## src/rtl/othello_pkg.sv

```systemverilog
// Shared Othello board values: cell codes, board geometry, step directions
// and the direction-validator state encoding.
package othello_pkg;

  localparam int ADDR_W       = 7;
  localparam int BOARD_STRIDE = 10;
  localparam int BOARD_CELLS  = 100;

  localparam logic [1:0] CELL_EMPTY  = 2'b00;
  localparam logic [1:0] CELL_BLACK  = 2'b01;
  localparam logic [1:0] CELL_WHITE  = 2'b10;
  localparam logic [1:0] CELL_BORDER = 2'b11;

  localparam logic signed [4:0] STEP_UP    = -5'sd10;
  localparam logic signed [4:0] STEP_DOWN  = 5'sd10;
  localparam logic signed [4:0] STEP_LEFT  = -5'sd1;
  localparam logic signed [4:0] STEP_RIGHT = 5'sd1;

  localparam logic [2:0] S_IDLE  = 3'd0;
  localparam logic [2:0] S_ISSUE = 3'd1;
  localparam logic [2:0] S_WAIT  = 3'd2;
  localparam logic [2:0] S_EVAL  = 3'd3;
  localparam logic [2:0] S_DONE  = 3'd4;

  function automatic logic [1:0] own_cell(input logic player);
    return player ? CELL_WHITE : CELL_BLACK;
  endfunction

  function automatic logic [1:0] opp_cell(input logic player);
    return player ? CELL_BLACK : CELL_WHITE;
  endfunction

endpackage

```

## src/rtl/dir_validator.sv

```systemverilog
// Walks the board from origin along one step direction and reports whether
// a run of opponent pieces is closed by the mover's own piece.
// Ports: clock/reset (sync, active-low); ld/enable + step/origin/player in;
// mem_addr_o/mem_rd_o/mem_data_i board RAM; s_done_o, dir_status_o,
// run_len_o, busy_o results.
module dir_validator #(
  parameter int RD_LATENCY = 1,
  parameter int ADDR_W     = 7
) (
  input  logic              clock,
  input  logic              reset,
  input  logic              ld,
  input  logic              enable,
  input  logic [4:0]        step_in,
  input  logic [ADDR_W-1:0] origin_in,
  input  logic              player_in,
  output logic [ADDR_W-1:0] mem_addr_o,
  output logic              mem_rd_o,
  input  logic [1:0]        mem_data_i,
  output logic              s_done_o,
  output logic              dir_status_o,
  output logic [2:0]        run_len_o,
  output logic              busy_o
);
  import othello_pkg::*;

  logic [2:0]        state;
  logic [4:0]        step_q;
  logic [ADDR_W-1:0] origin_q;
  logic              player_q;
  logic [ADDR_W-1:0] cur_addr;
  logic [ADDR_W-1:0] addr_q;
  logic [2:0]        count;
  logic [3:0]        wait_cnt;

  logic [7:0]        addr_ext;
  logic [7:0]        step_ext;
  logic [7:0]        next_s;
  logic [ADDR_W-1:0] next_addr;
  logic              in_range;
  logic              issue;
  logic [2:0]        count_inc;

  // 8-bit signed sum; bit 7 set means the step left the board below 0
  always_comb begin
    addr_ext  = 8'(cur_addr);
    step_ext  = {{3{step_q[4]}}, step_q};
    next_s    = addr_ext + step_ext;
    next_addr = next_s[ADDR_W-1:0];
    in_range  = !next_s[7] && (next_s <= 8'(BOARD_CELLS - 1));
    issue     = (state == S_ISSUE) && in_range;
    count_inc = count + 3'd1;
  end

  assign mem_addr_o = issue ? next_addr : addr_q;
  assign mem_rd_o   = issue;
  assign s_done_o   = (state == S_DONE);
  assign busy_o     = (state != S_IDLE);

  always_ff @(posedge clock) begin
    if (!reset) begin
      state        <= S_IDLE;
      step_q       <= '0;
      origin_q     <= '0;
      player_q     <= 1'b0;
      cur_addr     <= '0;
      addr_q       <= '0;
      count        <= '0;
      wait_cnt     <= '0;
      dir_status_o <= 1'b0;
      run_len_o    <= '0;
    end else begin
      unique case (state)
        S_IDLE: begin
          if (ld) begin
            step_q   <= step_in;
            origin_q <= origin_in;
            player_q <= player_in;
          end
          if (enable) begin
            cur_addr     <= ld ? origin_in : origin_q;
            count        <= '0;
            dir_status_o <= 1'b0;
            run_len_o    <= '0;
            state        <= S_ISSUE;
          end
        end
        S_ISSUE: begin
          if (in_range) begin
            cur_addr <= next_addr;
            addr_q   <= next_addr;
            wait_cnt <= '0;
            state    <= (RD_LATENCY == 1) ? S_EVAL : S_WAIT;
          end else begin
            state <= S_DONE;
          end
        end
        S_WAIT: begin
          if (wait_cnt == 4'(RD_LATENCY - 2)) begin
            state <= S_EVAL;
          end else begin
            wait_cnt <= wait_cnt + 4'd1;
          end
        end
        S_EVAL: begin
          unique case (1'b1)
            (mem_data_i == opp_cell(player_q)): begin
              count <= count_inc;
              state <= (count_inc == 3'd7) ? S_DONE : S_ISSUE;
            end
            (mem_data_i == own_cell(player_q)): begin
              dir_status_o <= (count != 3'd0);
              run_len_o    <= count;
              state        <= S_DONE;
            end
            default: state <= S_DONE;
          endcase
        end
        S_DONE:  state <= S_IDLE;
        default: state <= S_IDLE;
      endcase
    end
  end

endmodule
```

## config.mk

```make
export PLATFORM = sky130hd
export DESIGN_NAME = dir_validator
export DESIGN_NICKNAME = d
export VERILOG_FILES = /design/src/rtl/othello_pkg.sv /design/src/rtl/dir_validator.sv
export SDC_FILE = /design/constraint.sdc
export NUM_CORES = 1
export LEC_CHECK = 0
export ABC_AREA = 1
export BUFFER_PORTS_ARGS = -buffer_cell sky130_fd_sc_hd__buf_4
export CORE_ASPECT_RATIO = 1.2
export CORE_MARGIN = 4
export CORE_UTILIZATION = 57
export DETAILED_ROUTE_END_ITERATION = 7
export GPL_ROUTABILITY_DRIVEN = 0
export PLACE_DENSITY = 0.92
export SYNTH_ARGS = -nofsm -noshare
export SYNTH_HDL_FRONTEND = slang
export SYNTH_SLANG_ARGS = --single-unit
```

## constraint.sdc

```tcl
create_clock -name clock -period 2.8 [get_ports clock]
set_input_delay 0.56 -clock clock [delete_from_list [all_inputs] [get_ports clock]]
set_output_delay 0.56 -clock clock [all_outputs]
set_load 0.05 [all_outputs]
```

# After elaboration in Yosys (flattened, before gate mapping)
# Index checks and enable logic that the tools add are counted.
[word_totals]
ff_bits = 41
latchBits = 0
mem_bits_rw = 0
rom_bits = 0
input_bits = 19
memories = 0
[op_classes]
addsub = 3
multipliers = 0
div_mod_pow = 0
n_lt_le_gt_ge = 1
eq_ne = 14
shifts = 0
muxes = 24
bitwise_logic = 0
reduce_logical = 16
[ops]
columns = ["cell", "count"]
rows = [
  ["$mux W7", 4],
  ["$mux W3", 8],
  ["$pmux W7 S2", 1],
  ["$ne A2 B2 Y1 const B", 6],
  ["$pmux W3 S2", 2],
  ["$pmux W3 S4", 1],
  ["$reduce_and A3 Y1", 4],
  ["$add A7 B8 Y8", 1],
  ["$le A8 B7 Y1 const B", 1],
  ["$mux W4", 2],
  ["$pmux W4 S2", 1],
  ["$eq A3 B2 Y1 const B", 2],
  ["$eq A3 B3 Y1 const B", 2],
  ["$reduce_and A2 Y1", 3],
  ["$reduce_bool A2 Y1", 3],
  ["$reduce_bool A3 Y1", 2],
  ["$add A4 B1 Y4 const B", 1],
  ["$eq A2 B2 Y1", 2],
  ["$eq A4 B4 Y1 const B", 1],
  ["$mux W2", 2],
  ["$add A3 B1 Y3 const B", 1],
  ["$eq A3 B1 Y1 const B", 1],
  ["$logic_not A3 Y1", 1],
  ["$logic_and A1 B1 Y1", 2],
  ["other kinds (3)", 4],
]

# Depth between registers and ports, before layout
# Gate-level depths: netlist of run 1.
[depth]
word_depth = 5
ltp_mapped = 16
ltp_nobuf = 15

# Worst setup path before layout of run 1
# OpenSTA, ideal clock, no wires.
[synth_path]
path_kind = "register to output"
startpoint = "reg step_q[0]"
endpoint = "out mem_addr_o[0]"
arrival_time_ns = 2.233
slack_ns = 0.007
stages_incl_launch_ff = 14
path_cell_list = "dfxtp_1 ha_1 fa_1 nand2_1 nand2_2 nand2_1 nand2_1 nand2_1 nand3_1 nand3_2 nand3_2 inv_2 nand2_1 nand2_1"
[synth_via]
elab_chain_len = 5
[synth_lines]
columns = ["item", "line_no", "source"]
rows = [
  ["start: declaration", "dir_validator.sv:28", "logic [4:0] step_q;"],
  ["start signal: assignment", "dir_validator.sv:76", "step_q <= step_in;"],
  ["$add A7 B8 Y8 (*)", "dir_validator.sv:48", "next_s = addr_ext + step_ext;"],
  ["$le A8 B7 Y1 or $logic_not A1 Y1 (tied branches)", "dir_validator.sv:50", "in_range = !next_s[7] && (next_s <= 8'(BOARD_CELLS - 1));"],
  ["$logic_and A1 B1 Y1 (*)", "dir_validator.sv:50", ""],
  ["$logic_and A1 B1 Y1 (*)", "dir_validator.sv:51", "issue = (state == S_ISSUE) && in_range;"],
  ["via mem_rd_o", "dir_validator.sv:18", "output logic mem_rd_o,"],
  ["$mux W7 (*)", "dir_validator.sv:55", "assign mem_addr_o = issue ? next_addr : addr_q;"],
  ["end: declaration", "dir_validator.sv:17", "output logic [ADDR_W-1:0] mem_addr_o,"],
]
# Mark *: on every way through the listed nets, which the timed path passes. The rest lies on a longest branch.

# Final worst setup path of run 1
[layout_path]
startpoint = "reg cur_addr[0]"
endpoint = "out mem_addr_o[6]"
[layout_via]
elab_chain_len = 5
[layout_lines]
columns = ["item", "line_no", "source"]
rows = [
  ["start: declaration", "dir_validator.sv:31", "logic [ADDR_W-1:0] cur_addr;"],
  ["start signal: assignment", "dir_validator.sv:81", "cur_addr <= ld ? origin_in : origin_q;"],
  ["start signal: assignment", "dir_validator.sv:90", "cur_addr <= next_addr;"],
  ["$add A7 B8 Y8 (*)", "dir_validator.sv:48", ""],
  ["$le A8 B7 Y1 or $logic_not A1 Y1 (tied branches)", "dir_validator.sv:50", ""],
  ["$logic_and A1 B1 Y1", "dir_validator.sv:50", ""],
  ["$logic_and A1 B1 Y1", "dir_validator.sv:51", ""],
  ["$mux W7 (*)", "dir_validator.sv:55", ""],
]
# Every way passes the cells marked *; elsewhere a longest branch is shown, timed or not.

==> results of run 1 <==
## layout by cell type (no fill, tap or decap), drive strengths merged
master	count
nor2	40
a31oi	2
a21oi	38
a21o	1
nand3	26
o21ai	15
mux2i	6
clkbuf	7
or2	1
o31ai	1
nand2	83
xnor2	2
nand3b	1
dfxtp	41
xor2	4
ha	11
nand4	1
a211oi	1
inv	40
nor3	3
buf	43
clkinv	1
fa	1
## power by group through the flow
stage          sequential, W  clock (W)  combinational, W
2_1_floorplan       0.000874          0           0.00136
3_3_place_gp        0.000843          0           0.00174
3_5_place_dp        0.000850          0           0.00179
4_1_cts             0.000846   0.000399           0.00198
5_1_grt             0.000874   0.000429           0.00239
6_report            0.000857   0.000390           0.00219
## synth_stat cells (all sizes together)
cell type	number
fa	1
nand3	26
nand2	83
dfxtp	41
a21oi	38
clkinv	1
clkbuf	5
or2	1
xor2	4
inv	40
buf	4
ha	11
mux2i	6
o31ai	1
o21ai	15
a21o	1
nand4	1
nand3b	1
nor3	3
xnor2	2
nor2	40
a31oi	2
a211oi	1
## area by class of cell
cell class	instances	area share [%]
sequential	41	28.3
clock buffer	7	2.96
timing repair buffer	43	12.9
tap	54	2.32
inverter	41	5.45
multi-input combinational	237	48.2
## critical path, stage by stage, from the launching register on
cell and delay (ps):
sky130_fd_sc_hd__dfxtp_2 340, sky130_fd_sc_hd__ha_4 160, sky130_fd_sc_hd__fa_2 360, sky130_fd_sc_hd__nand2_2 100
sky130_fd_sc_hd__nand2_4 60, sky130_fd_sc_hd__nand2_2 60, sky130_fd_sc_hd__nand2_2 50, sky130_fd_sc_hd__nand2_2 70
sky130_fd_sc_hd__nand3_2 80, sky130_fd_sc_hd__nand3_4 110, sky130_fd_sc_hd__nand3_4 110, sky130_fd_sc_hd__buf_8 180
sky130_fd_sc_hd__nand2_2 70, sky130_fd_sc_hd__nand2_2 60, sky130_fd_sc_hd__buf_6 150
## how the worst max path moves through the flow
stage / startpoint / end / slack [ps] / cells after the start
global placement: step_q[0]$_SDFFE_PN0P_ / mem_addr_o[5] / 220 / 14
floorplan: step_q[0]$_SDFFE_PN0P_ / mem_addr_o[0] / 7 / 13
detailed placement: step_q[0]$_SDFFE_PN0P_ / mem_addr_o[1] / 140 / 14
CTS: cur_addr[0]$_SDFFE_PN0P_ / mem_addr_o[2] / -10 / 14
global route: cur_addr[0]$_SDFFE_PN0P_ / mem_addr_o[6] / -160 / 13
finish: cur_addr[0]$_SDFFE_PN0P_ / mem_addr_o[6] / -30 / 14
## registers in the layout, summed over array words and instances (netlist names)
| register | flops |
|---|---|
| addr_q | 7 |
| cur_addr | 7 |
| origin_q | 7 |
| step_q | 5 |
| wait_cnt | 4 |
| count | 3 |
| run_len_o | 3 |
| state | 3 |
| dir_status_o | 1 |
| player_q | 1 |
## kinds of logic (layout without fill, tap and decap cells)
logic type	Yosys count	count (layout)
adders and majority gates	12	12
DFF	41	41
xor gates and xnor gates	6	6
and+or+nand+nor	155	155
buffers and inverters	50	91
muxes	6	6
AOI/OAI and AO/OA	58	58
## stage by stage
step	instance area [µm²]	cells	total power, W
2_1_floorplan	2300	328	0.00224
3_3_place_gp	2570	408	0.00258
3_5_place_dp	2570	408	0.00264
4_1_cts	2790	421	0.00322
5_1_grt	2920	423	0.00369
6_report	2920	423	0.00344
## what timing repair did
action / 4_1_cts / 5_1_grt
setup endpoints to repair: 8 / 8
buffers inserted: 6 / 2
hold buffers: 0 / 0
pin swaps: 5 / 10
resized for setup: 25 / 32
## routing by layer
metal | up-vias | part of all wire [%] | global-route usage (%)
met5 | - | 0 | 0
met4 | 0 | 2.6 | 10.6
met3 | 13 | 4.0 | 5.93
met2 | 53 | 56 | 42.8
met1 | 1064 | 38 | 25.5
li1 | 1137 | - | -
==> impl_results.html, run 1 <==
<table>
<tr><th>Metric</th><th>Value</th></tr>
<tr><th colspan="2">Detailed routing</th></tr>
<tr><td>Total routed wirelength</td><td>5980 µm</td></tr>
<tr><td>Routed vias/inst</td><td>5.36</td></tr>
<tr><td>Routed WL per cell</td><td>14.1 µm</td></tr>
<tr><td>Starting DRC count in detailed routing</td><td>168</td></tr>
<tr><td>Vias after detailed routing</td><td>2,267</td></tr>
<tr><td>1st-pass router iterations</td><td>4</td></tr>
<tr><td>DR DRC count</td><td>0</td></tr>
<tr><td>Remaining antenna violation count</td><td>0</td></tr>
<tr><th colspan="2">CTS</th></tr>
<tr><td>Maximum root-to-sink buffer count</td><td>2</td></tr>
<tr><td>Sinks on the clock net</td><td>41</td></tr>
<tr><td>Clk Tree Root Cell</td><td>sky130_fd_sc_hd__clkbuf_8</td></tr>
<tr><td>Source-to-sink clock delay at the later pin of the worst-skew pair</td><td>290 ps</td></tr>
<tr><td>Clock buffer count from CTS</td><td>5</td></tr>
<tr><td>Clock tree from TritonCTS</td><td>built</td></tr>
<tr><td>Clock slew seen by the registers of the worst setup and hold paths</td><td>70 ps</td></tr>
<tr><td>Number of H-tree levels</td><td>2</td></tr>
<tr><th colspan="2">Global routing</th></tr>
<tr><td>Pin count of the biggest net entering global routing</td><td>20</td></tr>
<tr><td>Sum of overflow across all layers after global routing</td><td>0</td></tr>
<tr><td>Number of antenna violations at the first check in global routing</td><td>0</td></tr>
<tr><td>Vias in the first global route</td><td>2,258</td></tr>
<tr><td>Wire length of the first global-routing pass</td><td>9560 µm</td></tr>
<tr><td>Global routing usage summed across all routing layers</td><td>23.8%</td></tr>
<tr><th colspan="2">Power and ir drop</th></tr>
<tr><td>Power share of the clock group</td><td>11.3%</td></tr>
<tr><td>Internal power</td><td>0.00170 W</td></tr>
<tr><td>Fraction of power spent switching nets</td><td>50.6%</td></tr>
<tr><td>Worst IR Drop VDD</td><td>0.523 mV</td></tr>
<tr><td>Power density over the cells</td><td>1180 nW/µm²</td></tr>
<tr><td>Sequential Power Share</td><td>24.9%</td></tr>
<tr><td>Switch Pwr</td><td>0.00174 W</td></tr>
<tr><td>Combinational share of power</td><td>63.8%</td></tr>
<tr><td>Leakage power figure</td><td>1.39 nW</td></tr>
<tr><th colspan="2">Critical path</th></tr>
<tr><td>Endpoint class of the critical path</td><td>output port</td></tr>
<tr><td>Cells on worst reg2reg path</td><td>15</td></tr>
<tr><td>Reg-to-reg slack, setup</td><td>570 ps</td></tr>
<tr><td>Type of the worst setup path</td><td>reg2out</td></tr>
<tr><td>Required time at the worst-slack endpoint</td><td>2240 ps</td></tr>
<tr><td>Worst-path fanout max</td><td>7</td></tr>
<tr><td>WP data arrival</td><td>2270 ps</td></tr>
<tr><td>Sort of element at the start of the critical path</td><td>register</td></tr>
<tr><td>Critical register-to-register path endpoint</td><td>wait_cnt[3]$_SDFFE_PN0P_</td></tr>
<tr><td>Startpoint of the most critical register-to-register path</td><td>cur_addr[0]$_SDFFE_PN0P_</td></tr>
<tr><th colspan="2">Final layout</th></tr>
<tr><td>Fraction of final layout cells sized beyond drive strength 1</td><td>27.4%</td></tr>
<tr><td>Multi-input gate area</td><td>1410 µm²</td></tr>
<tr><td>Antenna Cells</td><td>0</td></tr>
<tr><td>Area used by sequential logic in the layout</td><td>825 µm²</td></tr>
<tr><td>Area growth from synthesis to final layout</td><td>27.1%</td></tr>
<tr><td>Core utilization of the finished layout</td><td>74.6%</td></tr>
<tr><td>Final nets</td><td>400</td></tr>
<tr><td>Fill cell total of the finished layout</td><td>262</td></tr>
<tr><th colspan="2">Timing</th></tr>
<tr><td>Transition time at the pin with the least slew margin</td><td>432 ps</td></tr>
<tr><td>Maximum frequency from static timing analysis</td><td>354 MHz</td></tr>
<tr><td>Portion of the clock cycle consumed by the worst path in the final layout</td><td>101%</td></tr>
<tr><td>Final slew viol count</td><td>0</td></tr>
<tr><td>Final hold viol count</td><td>0</td></tr>
<tr><td>Worst Skew</td><td>2.55 ps</td></tr>
<tr><td>Fin worst setup slack</td><td>-28.7 ps</td></tr>
<tr><td>RSZ-0062 raised after global routing</td><td>true</td></tr>
<tr><td>Period minus WS final</td><td>2830 ps</td></tr>
<tr><td>Setup-failing EPs final</td><td>4</td></tr>
<tr><td>Slew margin rel.</td><td>71.1%</td></tr>
<tr><td>Worst hold slack</td><td>457 ps</td></tr>
<tr><td>Final-layout setup total negative slack</td><td>-66.7 ps</td></tr>
<tr><th colspan="2">Die</th></tr>
<tr><td>Die Y</td><td>77.5 µm</td></tr>
<tr><td>Effective utilization at floorplan</td><td>58.7%</td></tr>
<tr><td>Floorplan die area</td><td>5110 µm²</td></tr>
<tr><td># IOs</td><td>33</td></tr>
<tr><td>Count of standard-cell rows</td><td>25</td></tr>
<tr><td>Die boundary width</td><td>65.9 µm</td></tr>
<tr><td>Area inside the core boundary</td><td>3910 µm²</td></tr>
<tr><th colspan="2">Synthesis</th></tr>
<tr><td>Area share of xor/xnor cells in the synthesized design</td><td>2.29%</td></tr>
<tr><td>Number of library cell types mapped by synthesis</td><td>31</td></tr>
<tr><td>Leading post-synthesis cells by cell area</td><td>sky130_fd_sc_hd__dfxtp_1 36%, sky130_fd_sc_hd__nand2_1 12%, sky130_fd_sc_hd__a21oi_1 8.1%</td></tr>
<tr><td>Compound-cell area share of the yosys netlist</td><td>13.2%</td></tr>
<tr><td>Sequential share of the synthesized area</td><td>35.7%</td></tr>
<tr><td>Warning count from the yosys run</td><td>0</td></tr>
<tr><td>#FFs+latches synth</td><td>41</td></tr>
<tr><td>Adder-cell area share of the yosys netlist</td><td>6.87%</td></tr>
<tr><td>Net count of the mapped netlist</td><td>359</td></tr>
<tr><td>Area share of the largest cell type after synthesis</td><td>35.7%</td></tr>
<tr><td>Synth Area per Inst</td><td>7.00 µm²</td></tr>
<tr><td>Main combinational cell family by area after synthesis</td><td>simple AND/OR/NAND/NOR gates</td></tr>
<tr><td>Synthesized-area fraction occupied by and/or/nand/nor cells</td><td>30.3%</td></tr>
<tr><td>Dominant cell type by area after synthesis</td><td>sky130_fd_sc_hd__dfxtp_1</td></tr>
<tr><td>Cell count after synthesis</td><td>328</td></tr>
<tr><td>Post-synthesis instance area</td><td>2300 µm²</td></tr>
<tr><td>Multiplexer share of the synthesized area</td><td>2.62%</td></tr>
<tr><th colspan="2">Placement</th></tr>
<tr><td>Detail Placement HPWL</td><td>4030 µm</td></tr>
<tr><td>Setup slack at placement</td><td>142 ps</td></tr>
<tr><td>Total of buffers placed on input and output ports</td><td>32</td></tr>
<tr><th colspan="2">Worst hold path</th></tr>
<tr><td>Hold Crit Endpoint</td><td>origin_q[5]$_SDFFE_PN0P_</td></tr>
<tr><td>Type of the most critical hold path</td><td>reg2reg</td></tr>
<tr><td>Beginning of the worst hold path</td><td>origin_q[5]$_SDFFE_PN0P_</td></tr>
<tr><td>Number of instances on the worst hold path</td><td>2</td></tr>
<tr><th colspan="2">Status</th></tr>
<tr><td>Run status</td><td>finished, violations left</td></tr>
<tr><td>Failing checks</td><td>setup timing</td></tr>
<tr><th colspan="2">Flow run</th></tr>
<tr><td>Max-capacitance violation count</td><td>0</td></tr>
</table>
No activity file was read; power rests on OpenSTA's default activity.
==> inputs of run 2 (changes only) <==
--- a/constraint.sdc
+++ b/constraint.sdc
@@ -3,2 +3,2 @@
 set_output_delay 0.56 -clock clock [all_outputs]
-set_load 0.05 [all_outputs]
+set_load 0.01 [all_outputs]
==> run 2 against run 1 <==
  * The run still ends with setup timing left
  * Final cell count is 0.24% higher
  * Sequential share of layout area increased by 0.21 points
  * Die area stayed put
  * Largest power group unchanged
  * Global-route usage increased by 0.13 points
  * Total power is 6.6% lower
  * First-iteration DRC count grew 91%
  * Critical endpoint is now mem_addr_o[1]
  * Critical path type unchanged
  * Worst setup slack got worse by 1.9 ps
  * Core utilization shrank 0.67 points
  * Combinational power shrank 14%
  * Highest routed layer unchanged
  * Via count up 3.9%
  * Count of clock-buffer cells in the layout down 2
==> impl_results.html, run 2 (synthesized netlist as in run 1, its figures left out) <==
<table>
<tr><th>Metric</th><th>Value</th></tr>
<tr><th colspan="2">Critical path</th></tr>
<tr><td>Cells on worst reg2reg path</td><td>16</td></tr>
<tr><td>Sort of element at the start of the critical path</td><td>register</td></tr>
<tr><td>Startpoint of the most critical register-to-register path</td><td>cur_addr[0]$_SDFFE_PN0P_</td></tr>
<tr><td>Reg-to-reg slack, setup</td><td>540 ps</td></tr>
<tr><td>Type of the worst setup path</td><td>reg2out</td></tr>
<tr><td>Endpoint class of the critical path</td><td>output port</td></tr>
<tr><td>WP data arrival</td><td>2270 ps</td></tr>
<tr><td>Worst-path fanout max</td><td>8</td></tr>
<tr><td>Critical register-to-register path endpoint</td><td>cur_addr[6]$_SDFFE_PN0P_</td></tr>
<tr><td>Required time at the worst-slack endpoint</td><td>2240 ps</td></tr>
<tr><th colspan="2">Die</th></tr>
<tr><td>Effective utilization at floorplan</td><td>58.7%</td></tr>
<tr><td># IOs</td><td>33</td></tr>
<tr><td>Floorplan die area</td><td>5110 µm²</td></tr>
<tr><td>Die boundary width</td><td>65.9 µm</td></tr>
<tr><td>Area inside the core boundary</td><td>3910 µm²</td></tr>
<tr><td>Count of standard-cell rows</td><td>25</td></tr>
<tr><td>Die Y</td><td>77.5 µm</td></tr>
<tr><th colspan="2">Final layout</th></tr>
<tr><td>Core utilization of the finished layout</td><td>74.0%</td></tr>
<tr><td>Area used by sequential logic in the layout</td><td>823 µm²</td></tr>
<tr><td>Multi-input gate area</td><td>1390 µm²</td></tr>
<tr><td>Commonest cells after routing, fill and taps aside</td><td>57 x sky130_fd_sc_hd__nand2_1, 39 x sky130_fd_sc_hd__nor2_1, 39 x sky130_fd_sc_hd__dfxtp_1, 39 x sky130_fd_sc_hd__buf_4, 37 x sky130_fd_sc_hd__a21oi_1</td></tr>
<tr><td>Fill cell total of the finished layout</td><td>270</td></tr>
<tr><td>Final nets</td><td>401</td></tr>
<tr><td>Commonest non-fill, non-tap cell in the layout</td><td>sky130_fd_sc_hd__nand2_1</td></tr>
<tr><td>Fraction of final layout cells sized beyond drive strength 1</td><td>25.9%</td></tr>
<tr><td>Regs by FF count</td><td>addr_q x7, cur_addr x7, origin_q x7</td></tr>
<tr><td>Area growth from synthesis to final layout</td><td>25.9%</td></tr>
<tr><td>Antenna Cells</td><td>0</td></tr>
<tr><th colspan="2">Timing</th></tr>
<tr><td>Final hold viol count</td><td>0</td></tr>
<tr><td>Worst Skew</td><td>6.90 ps</td></tr>
<tr><td>Portion of the clock cycle consumed by the worst path in the final layout</td><td>101%</td></tr>
<tr><td>RSZ-0062 raised after global routing</td><td>true</td></tr>
<tr><td>Setup-failing EPs final</td><td>7</td></tr>
<tr><td>Final slew viol count</td><td>0</td></tr>
<tr><td>Slew margin rel.</td><td>68.9%</td></tr>
<tr><td>Period minus WS final</td><td>2830 ps</td></tr>
<tr><td>Transition time at the pin with the least slew margin</td><td>465 ps</td></tr>
<tr><td>Maximum frequency from static timing analysis</td><td>353 MHz</td></tr>
<tr><td>Fin worst setup slack</td><td>-30.6 ps</td></tr>
<tr><th colspan="2">Worst hold path</th></tr>
<tr><td>Hold Crit Endpoint</td><td>step_q[3]$_SDFFE_PN0P_</td></tr>
<tr><td>Type of the most critical hold path</td><td>reg2reg</td></tr>
<tr><td>Beginning of the worst hold path</td><td>step_q[3]$_SDFFE_PN0P_</td></tr>
<tr><td>Number of instances on the worst hold path</td><td>2</td></tr>
<tr><th colspan="2">Placement</th></tr>
<tr><td>Total of buffers placed on input and output ports</td><td>32</td></tr>
<tr><td>Detail Placement HPWL</td><td>4030 µm</td></tr>
<tr><td>Setup slack at placement</td><td>119 ps</td></tr>
<tr><th colspan="2">Global routing</th></tr>
<tr><td>Number of antenna violations at the first check in global routing</td><td>0</td></tr>
<tr><td>Wire length of the first global-routing pass</td><td>9580 µm</td></tr>
<tr><td>Vias in the first global route</td><td>2,237</td></tr>
<tr><td>Sum of overflow across all layers after global routing</td><td>0</td></tr>
<tr><td>Global routing usage summed across all routing layers</td><td>23.9%</td></tr>
<tr><td>Pin count of the biggest net entering global routing</td><td>20</td></tr>
<tr><th colspan="2">CTS</th></tr>
<tr><td>Number of H-tree levels</td><td>2</td></tr>
<tr><td>Maximum root-to-sink buffer count</td><td>2</td></tr>
<tr><td>Clock slew seen by the registers of the worst setup and hold paths</td><td>70 ps</td></tr>
<tr><td>Sinks on the clock net</td><td>41</td></tr>
<tr><td>Clock tree from TritonCTS</td><td>built</td></tr>
<tr><td>Clk Tree Root Cell</td><td>sky130_fd_sc_hd__clkbuf_8</td></tr>
<tr><td>Clock buffer count from CTS</td><td>5</td></tr>
<tr><td>Source-to-sink clock delay at the later pin of the worst-skew pair</td><td>300 ps</td></tr>
<tr><th colspan="2">Status</th></tr>
<tr><td>Failing checks</td><td>setup timing</td></tr>
<tr><td>Run status</td><td>finished, violations left</td></tr>
<tr><th colspan="2">Detailed routing</th></tr>
<tr><td>Remaining antenna violation count</td><td>0</td></tr>
<tr><td>Starting DRC count in detailed routing</td><td>321</td></tr>
<tr><td>Routed WL per cell</td><td>15.1 µm</td></tr>
<tr><td>Routed vias/inst</td><td>5.56</td></tr>
<tr><td>Vias after detailed routing</td><td>2,356</td></tr>
<tr><td>1st-pass router iterations</td><td>5</td></tr>
<tr><td>Total routed wirelength</td><td>6390 µm</td></tr>
<tr><td>DR DRC count</td><td>0</td></tr>
<tr><th colspan="2">Power and ir drop</th></tr>
<tr><td>Power density over the cells</td><td>1110 nW/µm²</td></tr>
<tr><td>Leakage power figure</td><td>1.43 nW</td></tr>
<tr><td>Worst IR Drop VDD</td><td>0.532 mV</td></tr>
<tr><th colspan="2">Flow run</th></tr>
<tr><td>Max-capacitance violation count</td><td>0</td></tr>
</table>
[run 2: area by class of cell]
class | instances | share of cell area, %
timing repair buffer | 43 | 11.7
sequential | 41 | 28.5
inverter | 41 | 5.76
multi-input combinational | 238 | 48.2
tap | 54 | 2.34
clock inverter | 2 | 1.21
clock buffer | 5 | 2.38
[run 2: how the worst max path moves through the flow]
stage / startpoint / end / slack (ps) / depth (start not counted)
global route: cur_addr[0]$_SDFFE_PN0P_ / mem_addr_o[1] / -130 / 14
global placement: step_q[0]$_SDFFE_PN0P_ / mem_addr_o[6] / 240 / 14
floorplan: step_q[0]$_SDFFE_PN0P_ / mem_addr_o[0] / 420 / 13
detailed placement: step_q[0]$_SDFFE_PN0P_ / mem_addr_o[1] / 120 / 14
finish: cur_addr[0]$_SDFFE_PN0P_ / mem_addr_o[1] / -30 / 14
CTS: cur_addr[0]$_SDFFE_PN0P_ / mem_addr_o[1] / 3 / 14
[run 2: metal layers]
| metal | up-vias | track usage, % | part of all wire [%] | routed length [µm] |
|---|---|---|---|---|
| li1 | 1140 | - | - | - |
| met1 | 1059 | 25.5 | 36 | 2270 |
| met2 | 117 | 39.3 | 51 | 3240 |
| met3 | 40 | 7.24 | 7.3 | 467 |
| met4 | 0 | 16.7 | 6.4 | 406 |
| met5 | - | 0 | 0 | 0 |
[run 2: stage by stage]
stage                     TNS [ps]  instance area (µm²)  total power [W]  cells  hold WS (ps)
after floorplan                  0                 2300          0.00197    328           424
after global placement           0                 2570          0.00231    408           433
after detailed placement         0                 2570          0.00236    408           449
after CTS                        0                 2730          0.00292    418           461
after global routing          -852                 2890          0.00344    424           484
final                         -106                 2890          0.00321    424           456
[run 2: where the power goes]
part / total, W / switching (W) / internal [W]
clock network: 0.000465 / 0.000206 / 0.000259
logic: 0.00188 / 0.00119 / 0.000695
registers: 0.000860 / 0.000122 / 0.000739
[run 2: worst max-delay path: stages (launching register included)]
cell and delay (ps):
sky130_fd_sc_hd__dfxtp_2 340, sky130_fd_sc_hd__ha_4 160, sky130_fd_sc_hd__fa_2 370, sky130_fd_sc_hd__nand2_2 90, sky130_fd_sc_hd__nand2_2 90, sky130_fd_sc_hd__nand3_2 110
sky130_fd_sc_hd__nand2_2 60, sky130_fd_sc_hd__nand2_2 80, sky130_fd_sc_hd__nand2_2 90, sky130_fd_sc_hd__nand3_4 90, sky130_fd_sc_hd__nand3_4 120, sky130_fd_sc_hd__clkinv_8 120
sky130_fd_sc_hd__nand2_2 70, sky130_fd_sc_hd__nand2_1 60, sky130_fd_sc_hd__buf_4 110
[run 2: what timing repair did]
item	in CTS	in global routing
hold buffers	0	0
cloned	1	0
setup buffers	2	6
pin swaps	3	6
setup endpoints to repair	8	7
gates resized for setup	7	33
==> inputs of run 3 (changes only) <==
CORE_UTILIZATION = 51   (was 57)
PLACE_DENSITY = 0.87   (was 0.92)
clock period = 2.37 ns   (was 2.8 ns; I/O delays follow)
==> run 3 against run 2 <==
  * Design area increased by 0.56%
  * Largest power group unchanged
  * Clock power is 4% lower
  * Largest cell class unchanged
  * The flow still finishes with violations (setup timing)
  * Critical path type unchanged
  * Non-clock buffer count is 9 higher
  * First-iteration DRC count shrank 62%
==> impl_results.html, run 3 (synthesized netlist as in run 1, its figures left out) <==
<table>
<tr><th>Metric</th><th>Value</th></tr>
<tr><th colspan="2">Status</th></tr>
<tr><td>Run status</td><td>finished, violations left</td></tr>
<tr><td>Failing checks</td><td>setup timing</td></tr>
<tr><th colspan="2">Final layout</th></tr>
<tr><td>Antenna Cells</td><td>0</td></tr>
<tr><td>Filler-free cell count of the finished design</td><td>435</td></tr>
<tr><td>Regs by FF count</td><td>addr_q x7, cur_addr x7, origin_q x7</td></tr>
<tr><td>Area used by sequential logic in the layout</td><td>825 µm²</td></tr>
<tr><td>Multi-input gate area</td><td>1350 µm²</td></tr>
<tr><td>Commonest non-fill, non-tap cell in the layout</td><td>sky130_fd_sc_hd__nand2_1</td></tr>
<tr><td>Area growth from synthesis to final layout</td><td>26.6%</td></tr>
<tr><td>Fraction of final layout cells sized beyond drive strength 1</td><td>26.6%</td></tr>
<tr><td>Core utilization of the finished layout</td><td>67.7%</td></tr>
<tr><td>Commonest cells after routing, fill and taps aside</td><td>58 x sky130_fd_sc_hd__nand2_1, 43 x sky130_fd_sc_hd__buf_4, 39 x sky130_fd_sc_hd__nor2_1, 38 x sky130_fd_sc_hd__dfxtp_1, 37 x sky130_fd_sc_hd__a21oi_1</td></tr>
<tr><td>Final nets</td><td>409</td></tr>
<tr><td>Fill cell total of the finished layout</td><td>370</td></tr>
<tr><th colspan="2">Die</th></tr>
<tr><td>Die boundary width</td><td>69.3 µm</td></tr>
<tr><td># IOs</td><td>33</td></tr>
<tr><td>Floorplan die area</td><td>5640 µm²</td></tr>
<tr><td>Effective utilization at floorplan</td><td>53.5%</td></tr>
<tr><td>Area inside the core boundary</td><td>4290 µm²</td></tr>
<tr><td>Die Y</td><td>81.5 µm</td></tr>
<tr><td>Count of standard-cell rows</td><td>26</td></tr>
<tr><th colspan="2">Detailed routing</th></tr>
<tr><td>Routed vias/inst</td><td>5.08</td></tr>
<tr><td>Total routed wirelength</td><td>5370 µm</td></tr>
<tr><td>DR DRC count</td><td>0</td></tr>
<tr><td>Routed WL per cell</td><td>12.3 µm</td></tr>
<tr><td>Starting DRC count in detailed routing</td><td>123</td></tr>
<tr><td>Remaining antenna violation count</td><td>0</td></tr>
<tr><td>1st-pass router iterations</td><td>4</td></tr>
<tr><td>Vias after detailed routing</td><td>2,210</td></tr>
<tr><th colspan="2">Critical path</th></tr>
<tr><td>Cells on worst reg2reg path</td><td>15</td></tr>
<tr><td>CP delay by family, top</td><td>simple AND/OR/NAND/NOR gates</td></tr>
<tr><td>Reg-to-reg slack, setup</td><td>140 ps</td></tr>
<tr><td>Startpoint of the most critical register-to-register path</td><td>step_q[0]$_SDFFE_PN0P_</td></tr>
<tr><td>Type of the worst setup path</td><td>reg2out</td></tr>
<tr><td>Sort of element at the start of the critical path</td><td>register</td></tr>
<tr><td>Worst path bufs/invs</td><td>2</td></tr>
<tr><td>Cells along the critical path</td><td>ha_4 &gt; fa_2 &gt; nand2_2 &gt; nand2_2 &gt; nand2_1 &gt; nand2_1 &gt; nand2_2 &gt; nand3_2 &gt; nand3_2 &gt; nand3_4 &gt; buf_6 &gt; nand2_2 &gt; nand2_2 &gt; buf_6</td></tr>
<tr><td>Largest incremental delay on the critical path</td><td>370 ps</td></tr>
<tr><td>Endpoint class of the critical path</td><td>output port</td></tr>
<tr><td>Critical register-to-register path endpoint</td><td>addr_q[5]$_SDFFE_PN0N_</td></tr>
<tr><td>Required time at the worst-slack endpoint</td><td>1900 ps</td></tr>
<tr><td>Slowest stage cell on the critical path</td><td>sky130_fd_sc_hd__fa_2</td></tr>
<tr><td>Worst path most repeated cell</td><td>sky130_fd_sc_hd__nand2_2</td></tr>
<tr><td>WP data arrival</td><td>2180 ps</td></tr>
<tr><td>Worst-path fanout max</td><td>5</td></tr>
<tr><th colspan="2">Placement</th></tr>
<tr><td>Placed cell count</td><td>422</td></tr>
<tr><td>Total of buffers placed on input and output ports</td><td>32</td></tr>
<tr><td>Detail Placement HPWL</td><td>3920 µm</td></tr>
<tr><th colspan="2">Power and ir drop</th></tr>
<tr><td>Sequential Power Share</td><td>28.2%</td></tr>
<tr><td>Fraction of power spent switching nets</td><td>45.4%</td></tr>
<tr><td>Power density over the cells</td><td>1230 nW/µm²</td></tr>
<tr><td>Internal power</td><td>0.00196 W</td></tr>
<tr><td>Worst IR Drop VDD</td><td>0.712 mV</td></tr>
<tr><td>Leakage power figure</td><td>1.41 nW</td></tr>
<tr><td>Power share of the clock group</td><td>12.4%</td></tr>
<tr><td>Combinational share of power</td><td>59.4%</td></tr>
<tr><td>Switch Pwr</td><td>0.00163 W</td></tr>
<tr><th colspan="2">Global routing</th></tr>
<tr><td>Sum of overflow across all layers after global routing</td><td>0</td></tr>
<tr><td>Global routing usage summed across all routing layers</td><td>19.6%</td></tr>
<tr><td>Number of antenna violations at the first check in global routing</td><td>0</td></tr>
<tr><td>Wire length of the first global-routing pass</td><td>8910 µm</td></tr>
<tr><td>Vias in the first global route</td><td>2,114</td></tr>
<tr><td>Pin count of the biggest net entering global routing</td><td>23</td></tr>
<tr><th colspan="2">Timing</th></tr>
<tr><td>Final hold viol count</td><td>0</td></tr>
<tr><td>Transition time at the pin with the least slew margin</td><td>469 ps</td></tr>
<tr><td>Maximum frequency from static timing analysis</td><td>376 MHz</td></tr>
<tr><td>Portion of the clock cycle consumed by the worst path in the final layout</td><td>112%</td></tr>
<tr><td>Setup-failing EPs final</td><td>8</td></tr>
<tr><td>Slew margin rel.</td><td>68.7%</td></tr>
<tr><td>Worst Skew</td><td>9.52 ps</td></tr>
<tr><td>Worst hold slack</td><td>457 ps</td></tr>
<tr><td>Final-layout setup total negative slack</td><td>-2110 ps</td></tr>
<tr><td>RSZ-0062 raised after global routing</td><td>true</td></tr>
<tr><td>Final slew viol count</td><td>0</td></tr>
<tr><td>Fin worst setup slack</td><td>-288 ps</td></tr>
<tr><td>Period minus WS final</td><td>2660 ps</td></tr>
<tr><th colspan="2">CTS</th></tr>
<tr><td>Clk Tree Root Cell</td><td>sky130_fd_sc_hd__clkbuf_8</td></tr>
<tr><td>Sinks on the clock net</td><td>41</td></tr>
<tr><td>Number of H-tree levels</td><td>2</td></tr>
<tr><td>Clock slew seen by the registers of the worst setup and hold paths</td><td>70 ps</td></tr>
<tr><td>Clock tree from TritonCTS</td><td>built</td></tr>
<tr><td>Source-to-sink clock delay at the later pin of the worst-skew pair</td><td>300 ps</td></tr>
<tr><td>Maximum root-to-sink buffer count</td><td>2</td></tr>
<tr><td>Clock buffer count from CTS</td><td>5</td></tr>
<tr><th colspan="2">Flow run</th></tr>
<tr><td>Max-capacitance violation count</td><td>0</td></tr>
<tr><th colspan="2">Worst hold path</th></tr>
<tr><td>Hold Crit Endpoint</td><td>step_q[2]$_SDFFE_PN0P_</td></tr>
<tr><td>Number of instances on the worst hold path</td><td>3</td></tr>
<tr><td>Beginning of the worst hold path</td><td>step_in[2]</td></tr>
<tr><td>Type of the most critical hold path</td><td>in2reg</td></tr>
</table>
[run 3: changes by cell type in the layout (fill, tap and decap cells not counted), moves of 2 or more]
cell                       change
sky130_fd_sc_hd__buf_4         +4
sky130_fd_sc_hd__clkbuf_1      +3
sky130_fd_sc_hd__nand2_4       -2
sky130_fd_sc_hd__buf_6         +5
[run 3: cell type report]
type,instances,share of cell area [%]
multi-input cells,237,46.5
flip-flops and latches,41,28.4
repair buffers,52,14.6
inverters,41,5.38
clock buffers,8,2.75
well taps,56,2.41
[run 3: power groups by stage]
stage               Clock [W]  Combinational [W]  Sequential, W
finish               0.000446            0.00213        0.00101
global route         0.000480            0.00236        0.00103
CTS                  0.000447            0.00206        0.00100
detailed placement          0            0.00189        0.00100
global placement            0            0.00184       0.000997
floorplan                   0            0.00135       0.000983
[run 3: worst max-delay path by stage]
| stage | from | to | slack [ps] | cells past startpoint |
|---|---|---|---|---|
| 6_report | step_q[0]$_SDFFE_PN0P_ | mem_addr_o[0] | -290 | 14 |
| 5_1_grt | step_q[0]$_SDFFE_PN0P_ | mem_addr_o[6] | -430 | 14 |
| 4_1_cts | step_q[0]$_SDFFE_PN0P_ | mem_addr_o[0] | -280 | 14 |
| 3_5_place_dp | step_q[0]$_SDFFE_PN0P_ | mem_addr_o[2] | -110 | 14 |
| 3_3_place_gp | step_q[0]$_SDFFE_PN0P_ | mem_addr_o[5] | -10 | 14 |
| 2_1_floorplan | step_q[0]$_SDFFE_PN0P_ | mem_addr_o[0] | 80 | 13 |
[run 3: worst min-delay path, stage by stage]
cell and delay, ps:
sky130_fd_sc_hd__buf_4 70, sky130_fd_sc_hd__o21ai_0 70, sky130_fd_sc_hd__a21oi_1 100
[run 3: per-stage QoR]
| step | setup WS [ps] | total power, W | area, µm² |
|---|---|---|---|
| 3_5_place_dp | -113 | 0.00290 | 2670 |
| 5_1_grt | -426 | 0.00387 | 2910 |
| 6_report | -288 | 0.00359 | 2910 |
| 3_3_place_gp | -11.5 | 0.00284 | 2670 |
| 4_1_cts | -278 | 0.00351 | 2870 |
| 2_1_floorplan | 75.8 | 0.00233 | 2300 |
[run 3: routing by layer]
layer / up-vias / wire length [µm] / GRT usage (%)
met5: - / 0 / 0
met4: 0 / 132 / 10.9
met3: 13 / 184 / 3.43
met2: 37 / 2830 / 36.5
met1: 1005 / 2220 / 21.1
li1: 1155 / - / -
[run 3: timing repair]
action,CTS,global route
setup buffers,4,1
resized for setup,27,10
setup endpoints to repair,8,9
pin swaps,4,1
endpoints found under the hold margin,0,0
hold buffers,0,0
